## src/rtl/mem_access_pkg.sv

```systemverilog
// Shared definitions for the memory-access stage: ALU op codes for the
// memory instructions, bus widths, the access state enum and small decode
// helpers. The optional LL/SC reservation bit is enabled by MEM_LLSC_EN
// (consumed in mem_access.sv).
package mem_access_pkg;

  localparam int REG_BUS_W  = 32;
  localparam int REG_ADDR_W = 5;

  localparam logic [7:0] EXE_NOP_OP  = 8'b0000_0000;
  localparam logic [7:0] EXE_ADDU_OP = 8'b0010_0001;
  localparam logic [7:0] EXE_LB_OP   = 8'b1110_0000;
  localparam logic [7:0] EXE_LBU_OP  = 8'b1110_0100;
  localparam logic [7:0] EXE_LH_OP   = 8'b1110_0001;
  localparam logic [7:0] EXE_LHU_OP  = 8'b1110_0101;
  localparam logic [7:0] EXE_LW_OP   = 8'b1110_0011;
  localparam logic [7:0] EXE_SB_OP   = 8'b1110_1000;
  localparam logic [7:0] EXE_SH_OP   = 8'b1110_1001;
  localparam logic [7:0] EXE_SW_OP   = 8'b1110_1011;
  localparam logic [7:0] EXE_LL_OP   = 8'b1111_0000;
  localparam logic [7:0] EXE_SC_OP   = 8'b1111_1000;

  typedef enum logic [1:0] {
    MEM_IDLE,
    MEM_WAIT_GNT,
    MEM_WAIT_DATA,
    MEM_DONE
  } mem_state_t;

  function automatic logic is_load_op(input logic [7:0] op);
    return (op == EXE_LB_OP) || (op == EXE_LBU_OP) || (op == EXE_LH_OP) ||
           (op == EXE_LHU_OP) || (op == EXE_LW_OP) || (op == EXE_LL_OP);
  endfunction

  function automatic logic is_store_op(input logic [7:0] op);
    return (op == EXE_SB_OP) || (op == EXE_SH_OP) || (op == EXE_SW_OP) ||
           (op == EXE_SC_OP);
  endfunction

  function automatic logic is_byte_op(input logic [7:0] op);
    return (op == EXE_LB_OP) || (op == EXE_LBU_OP) || (op == EXE_SB_OP);
  endfunction

  function automatic logic is_half_op(input logic [7:0] op);
    return (op == EXE_LH_OP) || (op == EXE_LHU_OP) || (op == EXE_SH_OP);
  endfunction

  // Halfword ops need an even address, word ops (incl. LL/SC) a word-aligned one.
  function automatic logic is_misaligned(input logic [7:0] op, input logic [1:0] lo);
    logic bad;
    bad = 1'b0;
    if (is_half_op(op)) begin
      bad = lo[0];
    end else if (!is_byte_op(op) && (is_load_op(op) || is_store_op(op))) begin
      bad = (lo != 2'b00);
    end
    return bad;
  endfunction

endpackage

```

## src/rtl/mem_access_load_align.sv

```systemverilog
// Load alignment: picks the addressed byte/halfword out of the registered
// read word (little-endian) and sign- or zero-extends it.
module mem_load_align
  import mem_access_pkg::*;
(
  input  logic [31:0] rdata_q,
  input  logic [7:0]  aluop,
  input  logic [1:0]  addr_lo,
  output logic [31:0] ld_result
);

  logic [7:0]  sel_byte;
  logic [15:0] sel_half;

  // Lane selection driven purely by the low address bits.
  always_comb begin
    sel_byte = 8'h00;
    case (addr_lo)
      2'd0:    sel_byte = rdata_q[7:0];
      2'd1:    sel_byte = rdata_q[15:8];
      2'd2:    sel_byte = rdata_q[23:16];
      default: sel_byte = rdata_q[31:24];
    endcase
    sel_half = addr_lo[1] ? rdata_q[31:16] : rdata_q[15:0];
  end

  // Extension according to the load flavour; word loads pass untouched.
  always_comb begin
    ld_result = rdata_q;
    case (aluop)
      EXE_LB_OP:  ld_result = {{24{sel_byte[7]}}, sel_byte};
      EXE_LBU_OP: ld_result = {24'h000000, sel_byte};
      EXE_LH_OP:  ld_result = {{16{sel_half[15]}}, sel_half};
      EXE_LHU_OP: ld_result = {16'h0000, sel_half};
      default:    ld_result = rdata_q;
    endcase
  end

endmodule

```

## src/rtl/mem_access.sv

```systemverilog
// MIPS32 memory-access stage. Forwards write-back info to mem_wb, runs a
// req/gnt/rvalid data-bus handshake for loads/stores while stalling the
// pipeline, steers store lanes and extends load data.
// Optional feature: MEM_LLSC_EN adds the LL reservation bit and the
// llbit_clr input; without it SC always succeeds.
module mem_access
  import mem_access_pkg::*;
(
  input  logic                  clk,
  input  logic                  rst,
  input  logic [REG_ADDR_W-1:0] ex_wd,
  input  logic                  ex_wreg,
  input  logic [REG_BUS_W-1:0]  ex_wdata,
  input  logic [31:0]           ex_hi,
  input  logic [31:0]           ex_lo,
  input  logic                  ex_whilo,
  input  logic [7:0]            ex_aluop,
  input  logic [31:0]           ex_mem_addr,
  input  logic [31:0]           ex_reg2,
  output logic [REG_ADDR_W-1:0] mem_wd,
  output logic                  mem_wreg,
  output logic [REG_BUS_W-1:0]  mem_wdata,
  output logic [31:0]           mem_hi,
  output logic [31:0]           mem_lo,
  output logic                  mem_whilo,
  output logic                  stallreq_mem,
  output logic                  mem_adel,
  output logic                  mem_ades,
  output logic                  dbus_req,
  output logic                  dbus_we,
  output logic [3:0]            dbus_be,
  output logic [31:0]           dbus_addr,
  output logic [31:0]           dbus_wdata,
`ifdef MEM_LLSC_EN
  input  logic                  llbit_clr,
`endif
  input  logic                  dbus_gnt,
  input  logic                  dbus_rvalid,
  input  logic [31:0]           dbus_rdata
);

  mem_state_t  state_q, state_d;
  logic [31:0] rdata_q, rdata_d;
  logic        req_raw;
  logic        is_ld, is_st, is_sc, misalign, sc_fail, bus_op;
  logic [31:0] ld_result;
  logic [31:0] sc_result;

  assign is_ld    = is_load_op(ex_aluop);
  assign is_st    = is_store_op(ex_aluop);
  assign is_sc    = (ex_aluop == EXE_SC_OP);
  assign misalign = is_misaligned(ex_aluop, ex_mem_addr[1:0]);

`ifdef MEM_LLSC_EN
  logic llbit_q, llbit_d;

  // A failing SC is decided before any bus activity; once an access is in
  // flight the SC is committed and reports success.
  assign sc_fail   = is_sc && !llbit_q && (state_q == MEM_IDLE);
  assign sc_result = ((state_q != MEM_IDLE) || llbit_q) ? 32'd1 : 32'd0;

  // Reservation bit: clear has priority, LL sets on completion, SC consumes it.
  always_comb begin
    llbit_d = llbit_q;
    if (llbit_clr) begin
      llbit_d = 1'b0;
    end else if ((ex_aluop == EXE_LL_OP) && !misalign && (state_q == MEM_DONE)) begin
      llbit_d = 1'b1;
    end else if (is_sc && ((state_q == MEM_DONE) || sc_fail)) begin
      llbit_d = 1'b0;
    end
  end

  // Reservation bit register.
  always_ff @(posedge clk) begin
    if (rst) begin
      llbit_q <= 1'b0;
    end else begin
      llbit_q <= llbit_d;
    end
  end
`else
  assign sc_fail   = 1'b0;
  assign sc_result = 32'd1;
`endif

  // Only aligned memory ops that actually need the bus occupy the FSM.
  assign bus_op = (is_ld || is_st) && !misalign && !sc_fail;

  // Access sequencing: request until granted, wait for the response, then
  // spend exactly one cycle presenting the result.
  always_comb begin
    state_d = state_q;
    rdata_d = rdata_q;
    req_raw = 1'b0;
    case (state_q)
      MEM_IDLE: begin
        if (bus_op) begin
          req_raw = 1'b1;
          state_d = dbus_gnt ? MEM_WAIT_DATA : MEM_WAIT_GNT;
        end
      end
      MEM_WAIT_GNT: begin
        req_raw = 1'b1;
        if (dbus_gnt) begin
          state_d = MEM_WAIT_DATA;
        end
      end
      MEM_WAIT_DATA: begin
        if (dbus_rvalid) begin
          rdata_d = dbus_rdata;
          state_d = MEM_DONE;
        end
      end
      MEM_DONE: begin
        state_d = MEM_IDLE;
      end
      default: begin
        state_d = MEM_IDLE;
      end
    endcase
  end

  // State and read-data registers; reset abandons any access in flight.
  always_ff @(posedge clk) begin
    if (rst) begin
      state_q <= MEM_IDLE;
      rdata_q <= 32'h0;
    end else begin
      state_q <= state_d;
      rdata_q <= rdata_d;
    end
  end

  mem_load_align u_load_align (
    .rdata_q   (rdata_q),
    .aluop     (ex_aluop),
    .addr_lo   (ex_mem_addr[1:0]),
    .ld_result (ld_result)
  );

  // Bus-side drive: word address, lane enables and replicated store data.
  always_comb begin
    dbus_req   = req_raw && !rst;
    dbus_we    = 1'b0;
    dbus_be    = 4'b0000;
    dbus_addr  = 32'h0;
    dbus_wdata = 32'h0;
    if (bus_op && !rst) begin
      dbus_we   = is_st;
      dbus_addr = {ex_mem_addr[31:2], 2'b00};
      if (is_byte_op(ex_aluop)) begin
        dbus_be = 4'b0001 << ex_mem_addr[1:0];
      end else if (is_half_op(ex_aluop)) begin
        dbus_be = 4'b0011 << ex_mem_addr[1:0];
      end else begin
        dbus_be = 4'b1111;
      end
      if (is_st) begin
        if (is_byte_op(ex_aluop)) begin
          dbus_wdata = {4{ex_reg2[7:0]}};
        end else if (is_half_op(ex_aluop)) begin
          dbus_wdata = {2{ex_reg2[15:0]}};
        end else begin
          dbus_wdata = ex_reg2;
        end
      end
    end
  end

  // Pipeline-side results toward mem_wb, plus stall and address-error flags.
  always_comb begin
    mem_wd       = '0;
    mem_wreg     = 1'b0;
    mem_wdata    = '0;
    mem_hi       = 32'h0;
    mem_lo       = 32'h0;
    mem_whilo    = 1'b0;
    stallreq_mem = 1'b0;
    mem_adel     = 1'b0;
    mem_ades     = 1'b0;
    if (!rst) begin
      mem_wd       = ex_wd;
      mem_wreg     = ex_wreg;
      mem_wdata    = ex_wdata;
      mem_hi       = ex_hi;
      mem_lo       = ex_lo;
      mem_whilo    = ex_whilo;
      stallreq_mem = bus_op && (state_q != MEM_DONE);
      if (is_ld) begin
        mem_wdata = ld_result;
      end
      if (is_st) begin
        mem_wreg = 1'b0;
      end
      if (is_sc) begin
        mem_wreg  = ex_wreg;
        mem_wdata = sc_result;
      end
      if (misalign) begin
        mem_wreg = 1'b0;
        mem_adel = is_ld;
        mem_ades = is_st;
      end
    end
  end

endmodule

```

## config.mk

```make
export PLATFORM = sky130hd
export DESIGN_NAME = mem_access
export DESIGN_NICKNAME = d
export VERILOG_FILES = /design/src/rtl/mem_access_pkg.sv /design/src/rtl/mem_access_load_align.sv /design/src/rtl/mem_access.sv
export SDC_FILE = /design/constraint.sdc
export NUM_CORES = 1
export LEC_CHECK = 0
export ABC_AREA = 1
export BUFFER_PORTS_ARGS = -buffer_cell sky130_fd_sc_hd__buf_4
export CAP_MARGIN = 20
export CORE_AREA = 3 3 151 153
export CTS_CLUSTER_DIAMETER = 80
export CTS_CLUSTER_SIZE = 8
export DETAILED_ROUTE_END_ITERATION = 6
export DIE_AREA = 0 0 154 156
export SLEW_MARGIN = 20
export SYNTH_ARGS = -nofsm -noshare
export SYNTH_HDL_FRONTEND = slang
export SYNTH_HIERARCHICAL = 1
export SYNTH_SLANG_ARGS = --single-unit
export TNS_END_PERCENT = 30
```

## constraint.sdc

```tcl
create_clock -name clk -period 1.7 [get_ports clk]
set_input_delay 0.255 -clock clk [delete_from_list [all_inputs] [get_ports clk]]
set_output_delay 0.255 -clock clk [all_outputs]
set_load 0.02 [all_outputs]
```

==> results by stage <==
Run status:
- The run finished, with violations left.
- The final reports fail on negative setup slack.

Routing:
- The remaining number of nets flagged by the antenna check after routing is 0.
- After detailed routing, the number of remaining DRC violations is 0.
- The count of vias placed by the detailed router is about 6,800.
- After detailed routing, the total wire length is approximately 24,000 um.
- The detailed router's first-iteration violation count is about 430.
- Dividing the detail-routed wire length by the instance count gives approximately 15 um.
- The post-detailed-route via-to-cell ratio is ~4.3.
- The first-pass detailed-route iteration total is 5.

CTS:
- TritonCTS built the clock tree.
- The later pin in the worst-skew pair is clocked with a latency of around 0.28 ns.
- The clock drives 34 sinks.
- The H-tree depth is 2.
- The post-CTS clock slew at the launch and capture registers of the worst setup and hold paths is 0.06 ns.
- After clock tree synthesis, the flow added hold-fix buffers numbering 0.
- The library cell used as clock root buffer is sky130_fd_sc_hd__clkbuf_16.
- The total CTS buffers is 5.
- No sink is reached through more buffers than the 2 on the longest clock path.

Hold path:
- The cell depth of the worst hold path is 3.
- The min-delay analysis places its worst path in the category in -> reg.

Finish:
- The top cell types in the final layout, fill and taps aside, are sky130_fd_sc_hd__buf_4, sky130_fd_sc_hd__nor2_1, sky130_fd_sc_hd__inv_1.
- The multi-input combinational cells in the finished layout cover a total of between 3000 and 4000 sq um.
- After the flow finishes, the layout carries non-filler instances totaling ~1,600.
- Summing all flip-flop and latch instances after layout gives 684 sq um.
- The core utilization of the finished layout is between 40 and 50%.
- Relative to the synthesized area, the layout overhead comes to 106%.
- The number of fillers in the final layout is roughly 2,300.
- In the final layout, the share of cells above drive strength 1 is roughly half.
- The final layout contains between 1,500 and 2,000 nets.
- The commonest non-fill, non-tap cell in the layout is sky130_fd_sc_hd__buf_4.

Worst setup path:
- The largest single stage delay on the critical path is approximately 0.19 ns.
- The slowest stage of the critical path is the sky130_fd_sc_hd__nor2_4 cell.
- Traced cell by cell, the critical path runs through buf_6 > inv_2 > nand2_2 > nor2_4 > nand3_2 > nand2_2 > nor2_2 > nand2_1 > nand3_2 > nor2_4 > nand2_4 > buf_12 > a21oi_2 > buf_4.
- The critical path capture point type is an output pin.
- At the worst endpoint, the required time is 1.44 ns.
- The maximum fanout count along the critical path is 12.
- The category of the worst setup path launch point is a primary input.
- The path depth of the worst reg2reg path is 7.
- By startpoint and endpoint, the worst setup path is classified as in -> out.
- Data on the critical path arrives at its endpoint at 1.81 ns.

Timing:
- The slack of the critical path is -0.369 ns.
- The max-slew violation count is 0.
- The setup TNS is -26.56 ns.
- Setup repair after global routing could not meet its margin everywhere.
- Setup violations remaining at the end of the flow were counted as ~100.
- The minimum hold slack is 0.220 ns.
- Timing would allow up to approximately 480 MHz.
- The clock arrives with slightly below 0.009 ns of skew.
- The post-route minimum period is a little over 2 ns.
- Dividing the final minimum period by the clock period gives 122%.
- The number of hold violations in the final report was 0.

Logic synthesis:
- The count of mapped cells out of synthesis is around 880.
- The sequential area share after synthesis is approximately 15%.
- The cell taking the most area after synthesis is sky130_fd_sc_hd__nor2_1.
- After synthesis, the netlist uses 28 different library cells.
- The synthesized cell area is between 4000 and 5000 sq um.
- The share of Yosys cell area claimed by the top area cell type is 22.8%.
- During synthesis, Yosys emitted a total of 6 warnings.
- After synthesis, the cell types taking the most area are sky130_fd_sc_hd__nor2_1, sky130_fd_sc_hd__dfxtp_1, sky130_fd_sc_hd__inv_1.
- The synthesized design contains 34 register bits.
- The post-synthesis average cell area is slightly above 5 sq um.

Power and ir drop:
- The power dissipated by switching net loads is around 0.0018 W.
- The worst voltage drop across the vdd grid is 0.475 mV.
- Sequential cells burn between 20 and 25% of the power.
- In this run the power density over the cells is approximately 510 nW/um^2.
- The logic gate share of total power is 50.2%.
- The internal portion of the total power is approximately 0.0029 W.
- The leakage power is 5.15 nW.
- The switching part of the total is 38.6%.
- The clock network power share is ~26%.

Die:
- The die covers about 24,000 sq um.
- Row generation in the floorplan step produced 54 rows.
- The floorplan step defined a core boundary enclosing roughly 22,000 sq um.
- Pin placement for this block handled between 300 and 400 I/O pins.
- The die extent in y is about 160 um.
- The initial core utilization is approximately a fifth.
- Measured along the x axis, the die boundary spans roughly 150 um.

GRT:
- The number of antenna violations at the first check in global routing is 1.
- The total overflow left after global routing is 0.
- The first global-routing pass estimated roughly 36,000 um of wire.
- The maximum number of pins on one net before global-route repair is 71.
- The via count of the first global-routing pass is roughly 6,600.
- Global routing used a little under a fifth of the available tracks.

Placed design:
- OpenSTA, run right after detailed placement, puts the worst setup slack at -0.413 ns.
- The detailed placer's ending HPWL is ~20,000 um.
- Input and output buffers added on the ports amount to about 380.
- The number of placed instances with taps included is 1,582.
- The routability congestion estimate is ~0.90.

Flow run:
- The number of violations of the max-capacitance limit is 0.
[state kept, by name, summed over array words and instances, names as in the netlist]
| signal | flops |
|---|---|
| rdata_q | 32 |
| state_q | 2 |
[cells in the mapped netlist]
cell,instances
sky130_fd_sc_hd__inv_2,11
sky130_fd_sc_hd__nand2_2,5
sky130_fd_sc_hd__a21oi_2,18
sky130_fd_sc_hd__or2_2,5
sky130_fd_sc_hd__o21ai_2,1
sky130_fd_sc_hd__inv_1,160
sky130_fd_sc_hd__a31oi_1,1
sky130_fd_sc_hd__clkbuf_1,30
sky130_fd_sc_hd__nor2_4,3
sky130_fd_sc_hd__o22ai_1,4
sky130_fd_sc_hd__nand2_1,141
sky130_fd_sc_hd__nand3_1,28
sky130_fd_sc_hd__buf_6,5
sky130_fd_sc_hd__nand4_2,1
sky130_fd_sc_hd__nand4_4,1
sky130_fd_sc_hd__nand3_2,23
sky130_fd_sc_hd__dfxtp_1,34
sky130_fd_sc_hd__nor2_1,273
sky130_fd_sc_hd__nor2_2,2
sky130_fd_sc_hd__buf_4,6
sky130_fd_sc_hd__nor3_2,1
sky130_fd_sc_hd__a21oi_1,28
sky130_fd_sc_hd__a21boi_0,5
sky130_fd_sc_hd__ha_1,8
sky130_fd_sc_hd__conb_1,1
sky130_fd_sc_hd__buf_2,4
sky130_fd_sc_hd__clkinv_1,3
sky130_fd_sc_hd__o21ai_0,75
[metrics by stage]
stage	cell area [sq um]	total power [W]
after floorplan	4650	0.00235
after global placement	8410	0.00341
after detailed placement	8410	0.00344
after CTS	9020	0.00473
after global routing	9250	0.00509
final	9250	0.00473
[layout make-up]
cell class / count / area share (%)
Timing Repair Buffer: 473 / 42.5
Multi-Input combinational cell: 625 / 36.9
Sequential cell: 34 / 7.40
Inverter: 174 / 7.21
Tap cell: 280 / 3.79
Clock buffer: 5 / 1.35
Clock inverter: 3 / 0.744
Antenna cell: 1 / 0.0271
[critical path, delay by kind of cell]
family                 cells  cell delay (ns)
and+or+nand+nor            9             0.94
AOI/OAI and AO/OA          1             0.12
buffers and inverters      4             0.47
[metal layers]
layer / share of wire (%) / track usage [%] / vias to the layer above
met1: 42 / 23.9 / 3041
met5: 0 / 0 / -
li1: - / - / 3493
met2: 48 / 30.6 / 280
met3: 8.8 / 5.05 / 14
met4: 1.1 / 3.03 / 0
[worst paths after layout]
kind                                          startpoint  slack, ns                       end
worst max-delay path                         ex_aluop[4]      -0.37            dbus_wdata[12]
worst min-delay path                      dbus_rdata[20]       0.22  rdata_q[20]$_SDFFE_PP0P_
worst max register to register   state_q[0]$_SDFFE_PP0P_       0.22  rdata_q[19]$_SDFFE_PP0P_
worst min register to register  rdata_q[30]$_SDFFE_PP0P_       0.50  rdata_q[30]$_SDFFE_PP0P_
[power by group through the flow]
stage / clock network, W / registers, W / logic (W)
after floorplan: 0 / 0.00109 / 0.00126
after global placement: 0 / 0.00114 / 0.00227
after detailed placement: 0 / 0.00115 / 0.00229
after CTS: 0.00123 / 0.00114 / 0.00236
after global routing: 0.00127 / 0.00116 / 0.00266
final: 0.00122 / 0.00114 / 0.00238
[logic make-up (layout without fill, tap and decap cells)]
| kind of cell | count (synthesis) | after routing | synth area share (%) |
|---|---|---|---|
| flip-flops | 34 | 34 | 15.1 |
| other | 1 | 3 | 0.0833 |
| buffers and inverters | 219 | 655 | 19.7 |
| adder cells (fa/ha/maj) | 8 | 8 | 2.22 |
| AND/OR/NAND/NOR | 483 | 483 | 46.2 |
| AO/OA/AOI/OAI | 132 | 132 | 16.7 |
[timing repair]
action | CTS | global route
resized for setup | 120 | 52
buffers inserted | 3 | 0
endpoints found under the setup margin | 104 | 104
gates cloned | 0 | 1
pin swaps | 8 | 2
hold endpoints to repair | 0 | 0
No activity file was read; power rests on OpenSTA's default activity.
